`src/rtl/sqrt_pipe_collector.sv`:
```
`default_nettype none
// +----------------------------------------------------------------------------+
// | sqrt_pipe_collector: packs Stage-4 sqrt tokens into a result FIFO and      |
// | stalls the whole pipeline when the FIFO cannot take the outgoing token.    |
// | Revision: 1.0                                                              |
// +----------------------------------------------------------------------------+
module sqrt_pipe_collector #(
  parameter int DEPTH = 4,
  parameter int CNT_W = 16
) (
  input  logic             clk,
  input  logic             rst,
  input  logic             en_i,
  output logic             en_pipe_o,
  input  logic             S4_ready_i,
  input  logic [12:0]      S4_square_sum_i,
  input  logic             S4_Co_square_i,
  input  logic [3:0]       S4_A_high_i,
  input  logic [3:0]       S4_B_high_i,
  output logic             res_valid_o,
  input  logic             res_ready_i,
  output logic [12:0]      res_square_sum_o,
  output logic             res_Co_square_o,
  output logic [3:0]       res_A_high_o,
  output logic [3:0]       res_B_high_o,
  output logic             full_o,
  output logic [CNT_W-1:0] res_count_o
);

  localparam int AW = $clog2(DEPTH);
  localparam int WORD_W = 22;
  localparam logic [AW:0] C_FULL = (AW+1)'(DEPTH);

  logic [WORD_W-1:0] mem_q [DEPTH];
  logic [AW-1:0]     wr_ptr_q, wr_ptr_d;
  logic [AW-1:0]     rd_ptr_q, rd_ptr_d;
  logic [AW:0]       count_q, count_d;
  logic [CNT_W-1:0]  res_count_q, res_count_d;
  logic              push, pop;
  logic [WORD_W-1:0] wr_word, rd_word;

  assign res_valid_o = (count_q != '0);
  assign full_o      = (count_q == C_FULL);
  assign pop         = res_valid_o & res_ready_i;
  // A pop frees a slot this very edge, so a full FIFO can still accept.
  assign en_pipe_o   = en_i & (~full_o | pop);
  assign push        = en_pipe_o & S4_ready_i;

  assign wr_word = {S4_Co_square_i, S4_square_sum_i, S4_A_high_i, S4_B_high_i};
  assign rd_word = mem_q[rd_ptr_q];

  assign res_Co_square_o  = rd_word[21];
  assign res_square_sum_o = rd_word[20:8];
  assign res_A_high_o     = rd_word[7:4];
  assign res_B_high_o     = rd_word[3:0];
  assign res_count_o      = res_count_q;

  always_comb begin
    wr_ptr_d    = push ? wr_ptr_q + AW'(1) : wr_ptr_q;
    rd_ptr_d    = pop ? rd_ptr_q + AW'(1) : rd_ptr_q;
    res_count_d = pop ? res_count_q + CNT_W'(1) : res_count_q;
    count_d     = count_q;
    case ({push, pop})
      2'b10:   count_d = count_q + (AW+1)'(1);
      2'b01:   count_d = count_q - (AW+1)'(1);
      default: count_d = count_q;
    endcase
  end

  always_ff @(posedge clk) begin
    if (rst) begin
      wr_ptr_q    <= '0;
      rd_ptr_q    <= '0;
      count_q     <= '0;
      res_count_q <= '0;
    end else begin
      wr_ptr_q    <= wr_ptr_d;
      rd_ptr_q    <= rd_ptr_d;
      count_q     <= count_d;
      res_count_q <= res_count_d;
    end
  end

  // Storage is not reset; occupancy alone decides what is valid.
  always_ff @(posedge clk) begin
    if (push) begin
      mem_q[wr_ptr_q] <= wr_word;
    end
  end

endmodule
`default_nettype wire

```
`config.mk`:
```
export PLATFORM = sky130hd
export DESIGN_NAME = sqrt_pipe_collector
export DESIGN_NICKNAME = d
export VERILOG_FILES = /design/src/rtl/sqrt_pipe_collector.sv
export SDC_FILE = /design/constraint.sdc
export NUM_CORES = 1
export LEC_CHECK = 0
export CORE_ASPECT_RATIO = 0.7
export CORE_MARGIN = 5
export CORE_UTILIZATION = 45
export DETAILED_ROUTE_END_ITERATION = 10
export MAX_ROUTING_LAYER = met4
export PLACE_DENSITY = 0.69
export SLEW_MARGIN = 15
export SYNTH_ARGS = -nofsm -noshare
export SYNTH_HDL_FRONTEND = slang
export SYNTH_SLANG_ARGS = --single-unit
```
`constraint.sdc`:
```
create_clock -name clk -period 2.4 [get_ports clk]
set_input_delay 0.48 -clock clk [delete_from_list [all_inputs] [get_ports clk]]
set_output_delay 0.48 -clock clk [all_outputs]
set_load 0.02 [all_outputs]
```
### Yosys cells after proc, flatten, opt, wreduce, memory -nomap -nowiden

Memories as Yosys holds them, arrays and structs flattened. A register that Yosys moved wholly into a read port is not among the register bits.
Cells that the tools add are included.

* logic and storage cells: 25
* memory bits (writable): 88
* output and inout port bits: 41
* bits of input ports: 27
* memories kept: 1
* register bits after elaboration: 23

Memory list
* mem_q: words 4, width 22, rd ports 1, clocked after Yosys merged registers in 1, write ports 1, RTL line 34 `logic [WORD_W-1:0] mem_q [DEPTH];`

* bitwise operators: 5
* $add $sub $neg: 5
* equal/unequal tests: 3
* reductions and logical operators: 2
* mux-type cells: 5

Operators by type and width (count)
* adder 16 x 1 -> 16 bit, second input constant: 1
* case mux 3 bit (2 select lines): 1
* adder 2 x 1 -> 2 bit, second input constant: 2
* two-way mux 2 bit: 2
* adder 3 x 1 -> 3 bit, second input constant: 1
* AND 1 bit: 3
* equality test 3 bit, second input constant: 1
* nonzero test 3 bit: 1
* subtractor 3 x 1 -> 3 bit, second input constant: 1
* equality test 2 x 1 -> 1 bit, second input constant: 1
* equality test 2 bit, second input constant: 1
* two-way mux 1 bit: 2
* nonzero test 2 bit: 1
* inverter 1 bit: 1
* OR 1 bit: 1

### Depth between registers and ports, before layout

* depth in word-level cells: 7
* gate-level depth with buffers: 9
* depth with buffers taken out: 9

### Least setup slack after synthesis

No wires, ideal clock.

* path kind: register -> register
* start point: reg count_q[2]
* end point: reg count_q[2]
* library setup time: 0.070 ns
* cell stages (with the launch flop): 10
* setup slack: -0.218 ns
* arrival: 2.548 ns
* path buffers: 0
* required time: 2.330 ns
* clock period less this slack: 2.618 ns
* path through: dfxtp_1 > nor3b_1 > a21oi_1 > inv_1 > ha_1 > inv_1 > fa_1 > xor2_1 > or3_1 > a21oi_1

* word-level cells in the longest chain between the ends: 7
* elaborated cells between the ends (all ways): 13
* classes of those cells: add/sub (2); eq/ne (3); mux (1); bitwise (5); reduce/logical (2)

RTL lines
* start, declared: RTL line 37 `logic [AW:0] count_q, count_d;`
* start signal, assigned: RTL line 79 `count_q <= count_d;`
* equality test 3 bit (*): RTL line 43 `assign full_o = (count_q == C_FULL);`
* net full_o: RTL line 26 `output logic full_o,`
* inverter 1 bit (*): RTL line 46 `assign en_pipe_o = en_i & (~full_o | pop);`
* OR 1 bit (*): RTL line 46
* AND 1 bit (*): RTL line 46
* AND 1 bit (*): RTL line 47 `assign push = en_pipe_o & S4_ready_i;`
* equality test 2 x 1 -> 1 bit or equality test 2 bit (tied branches): RTL line 63 `case ({push, pop})`
* case mux 3 bit (2 select lines) or nonzero test 2 bit (tied branches)

The timed path passes the listed nets; every way through them passes the cells marked *.
A chain may end at the register's enable or synchronous reset.

### Worst setup path in the final report

* start point: in res_ready_i
* end point: out en_pipe_o

* word-level cells in the longest chain between the ends: 3

RTL lines
* start, declared: RTL line 21 `input logic res_ready_i,`
* AND 1 bit: RTL line 44 `assign pop = res_valid_o & res_ready_i;`
* OR 1 bit: RTL line 46
* AND 1 bit: RTL line 46
* end, declared: RTL line 14 `output logic en_pipe_o,`

No other way between the ends.

==> metrics <==
critical path's most frequent cell clkdlybuf4s50_1; Syn Inst Count roughly 250; Post-route DRC 0; min-delay worst type reg -> reg; total setup buffers inserted after CTS 0; flops & latches, synth around 110; vias in the first global route 2520; Inserted Diodes 0; minimum clock period ~2.4 ns; syn nets roughly 280; Area after DPL about 5300 µm²; GRT Util Overall ~16%; register area share after synthesis 72.4%; worst skew pair latency around 0.4 ns; leak pwr around 2.0 nW; outcome complete, no violations; Tcrit/Tclk final 98.0%; # port buffers between 60 and 70; aggregate global routing overflow 0; First DRT Iteration DRCs 173; CP max stage cell clkdlybuf4s50_1; register area between 3000 and 4000 µm²; worst slew pin tran ~0.41 ns; Critical Path Max Stage Delay roughly 0.64 ns; Starting Density between 40% and 50%; GPL Wtd Cong 0.841; initial antenna violation count 0; area grow syn2layout 35.7%; RSZ-0062 raised after global routing false; crit start category input pin; top cells by area, synth edfxtp_1, dfxtp_1, mux4_2; Bufs on Longest Clock Path 2; Filler cells 696; Core ar. between 9000 and 10000 µm²; dpl hpwl 5430 µm; Slew HR slightly above 70%; Final Hold Fails 0; mapped cell area 4340 µm²; RR Startpoint count_q[2]; dpl cells about 450; Die X-Extent ~130 µm; crit-path cells clkdlybuf4s50_1 > inv_1 > a21boi_0 > clkdlybuf4s50_1; IO Pins between 60 and 70; MaxCap Viol Count 0; die area 11800 µm²; first-pass GRT wire length between 10000 and 15000 µm; peak supply drop around 0.42 mV; CP endpoint kind output pin; Pre-antenna DRT Iters 4; H-Tree Depth 4; Synth cell types 34; Num CTS Buffers 17; Critical Path Start res_ready_i; via count between 2000 and 2500; final std cells w/o fill between 400 and 500; Critical Path AT approximately 1.9 ns; WP data required around 1.9 ns; final count of negative-setup-slack endpoints 0; footprint of the multi-input gates between 1000 and 1500 µm²; cell taking the most area after synthesis edfxtp_1; Synth warnings 0; Synth top area share about three fifths; Avg Vias per Cell 4.95; pwr/cell area between 1000 and 1500 nW/µm²; crit-path max FO 3; critical path class in -> out; DRT Wirelength 8090 µm; Layout Nets approximately 380; clk_skew roughly 0.0086 ns; Avg Cell Area, Syn between 15 and 20 µm²; fin. max-slew vios 0; Rows 30; largest net degree at the start of global routing 23; Worst-path clk slew roughly 0.050 ns; top achievable clock speed about 420 MHz; Die Height ~92 µm; post-route ant nets 0; hold_sp res_count_o[1]; Reg2Reg Setup Slack 0.30 ns; DR WL/cell ~17 µm; TritonCTS clock tree yes; Finished Cell Area 5900 µm²; clock sinks approximately 110; layout cells sized above 1 21.8%; root buffer cell clkbuf_16; CTS Hold Bufs 0
-- kinds of logic (layout without fill, tap and decap cells) --
group	Yosys count	after routing	synth area share (%)
XOR/XNOR	13	13	2.62
AO/OA/AOI/OAI	19	19	2.65
multiplexers	24	24	11.9
buffers and inverters	19	127	1.76
AND/OR/NAND/NOR	54	54	6.54
adder cells (fa/ha/maj)	7	7	2.19
flip-flops	113	113	72.4
-- timing repair --
| item | CTS | global route |
|---|---|---|
| endpoints found under the setup margin | 22 | 0 |
| hold endpoints to repair | 0 | 0 |
| gates resized for setup | 23 | 0 |
-- registers in the layout, summed over array words and instances (netlist names), named ones only --
| name | count |
|---|---|
| count_q | 3 |
| wr_ptr_q | 2 |
| mem_q | 88 |
| res_count_o | 16 |
| rd_ptr_q | 2 |
-- area by class of cell --
cell class,instances,share of cell area (%)
multi-input cells,117,19.2
inverters,10,0.637
clock inverters,15,2.87
clock buffers,17,7.22
repair buffers,85,14.0
flip-flops and latches,113,53.4
well taps,128,2.72
-- final timing paths --
check                   endpoint  cells after the start
setup / recovery       en_pipe_o                      4
hold / removal    res_count_o[1]                      2
setup reg to reg      count_q[2]                      9
hold reg to reg   res_count_o[1]                      2
-- Yosys cell counts, drive strengths merged --
| library cell | number |
|---|---|
| a21boi | 1 |
| a21oi | 10 |
| and2 | 5 |
| and3 | 1 |
| and4 | 1 |
| buf | 4 |
| clkbuf | 5 |
| dfxtp | 25 |
| edfxtp | 88 |
| fa | 1 |
| ha | 6 |
| inv | 10 |
| mux2 | 1 |
| mux2i | 1 |
| mux4 | 22 |
| nand2 | 8 |
| nand3 | 5 |
| nand4 | 3 |
| nor2 | 17 |
| nor2b | 1 |
| nor3 | 1 |
| nor3b | 1 |
| nor4 | 1 |
| nor4bb | 1 |
| o21ai | 3 |
| o31ai | 5 |
| or2 | 1 |
| or3 | 4 |
| or4 | 4 |
| xnor2 | 5 |
| xor2 | 8 |
-- per-stage QoR --
stage | setup TNS, ns | hold slack [ns] | power, mW | setup slack [ns] | util, %
finish | 0 | 0.499 | 5.98 | 0.0469 | 61.6
global route | 0 | 0.531 | 6.25 | 0.000331 | 61.6
CTS | 0 | 0.501 | 6.06 | 0.0481 | 61.6
detailed placement | -0.0679 | 0.493 | 3.68 | -0.0679 | 55.7
global placement | 0 | 0.489 | 3.66 | 0.00671 | 55.7
floorplan | 0 | 0.485 | 3.07 | 0.100 | -
-- worst max-delay path, delay by kind of cell --
kind                   cells  cell delay, ns
buffers and inverters      3            1.22
AO/OA/AOI/OAI              1            0.17
-- cell usage in the layout, fill, tap and decap left out, types with 2 or more instances in the layout --
cell type	synthesis	routed
clkinvlp_4	0	5
xnor2_1	5	5
nand2_1	8	8
o21ai_0	2	2
dlygate4sd2_1	0	22
buf_4	0	14
bufinv_16	0	3
ha_1	6	6
nand4_1	3	3
and2_1	5	5
o31ai_1	4	4
a21oi_1	10	10
buf_12	0	4
edfxtp_1	88	88
clkinv_4	0	2
clkinv_2	0	4
or4_1	4	4
clkdlybuf4s50_1	0	45
xor2_1	8	8
nand3_1	5	5
inv_1	9	9
clkbuf_16	0	17
dfxtp_1	25	23
mux4_2	22	22
nor2_1	17	17
dfxtp_2	0	2
or3_1	4	4
-- report_power, final --
part | switching, mW | total (mW) | internal, mW
Combinational | 0.601 | 1.23 | 0.629
Clock | 0.847 | 2.47 | 1.62
Sequential | 0.0758 | 2.29 | 2.21
-- routing by layer --
| metal | global-route usage, % | wire length (µm) |
|---|---|---|
| met1 | 19.7 | 3730 |
| met2 | 22.8 | 3860 |
| met3 | 5.01 | 434 |
| met4 | 7.23 | 71 |
| met5 | - | 0 |
Note: power is estimated with default switching activity, not from simulation.
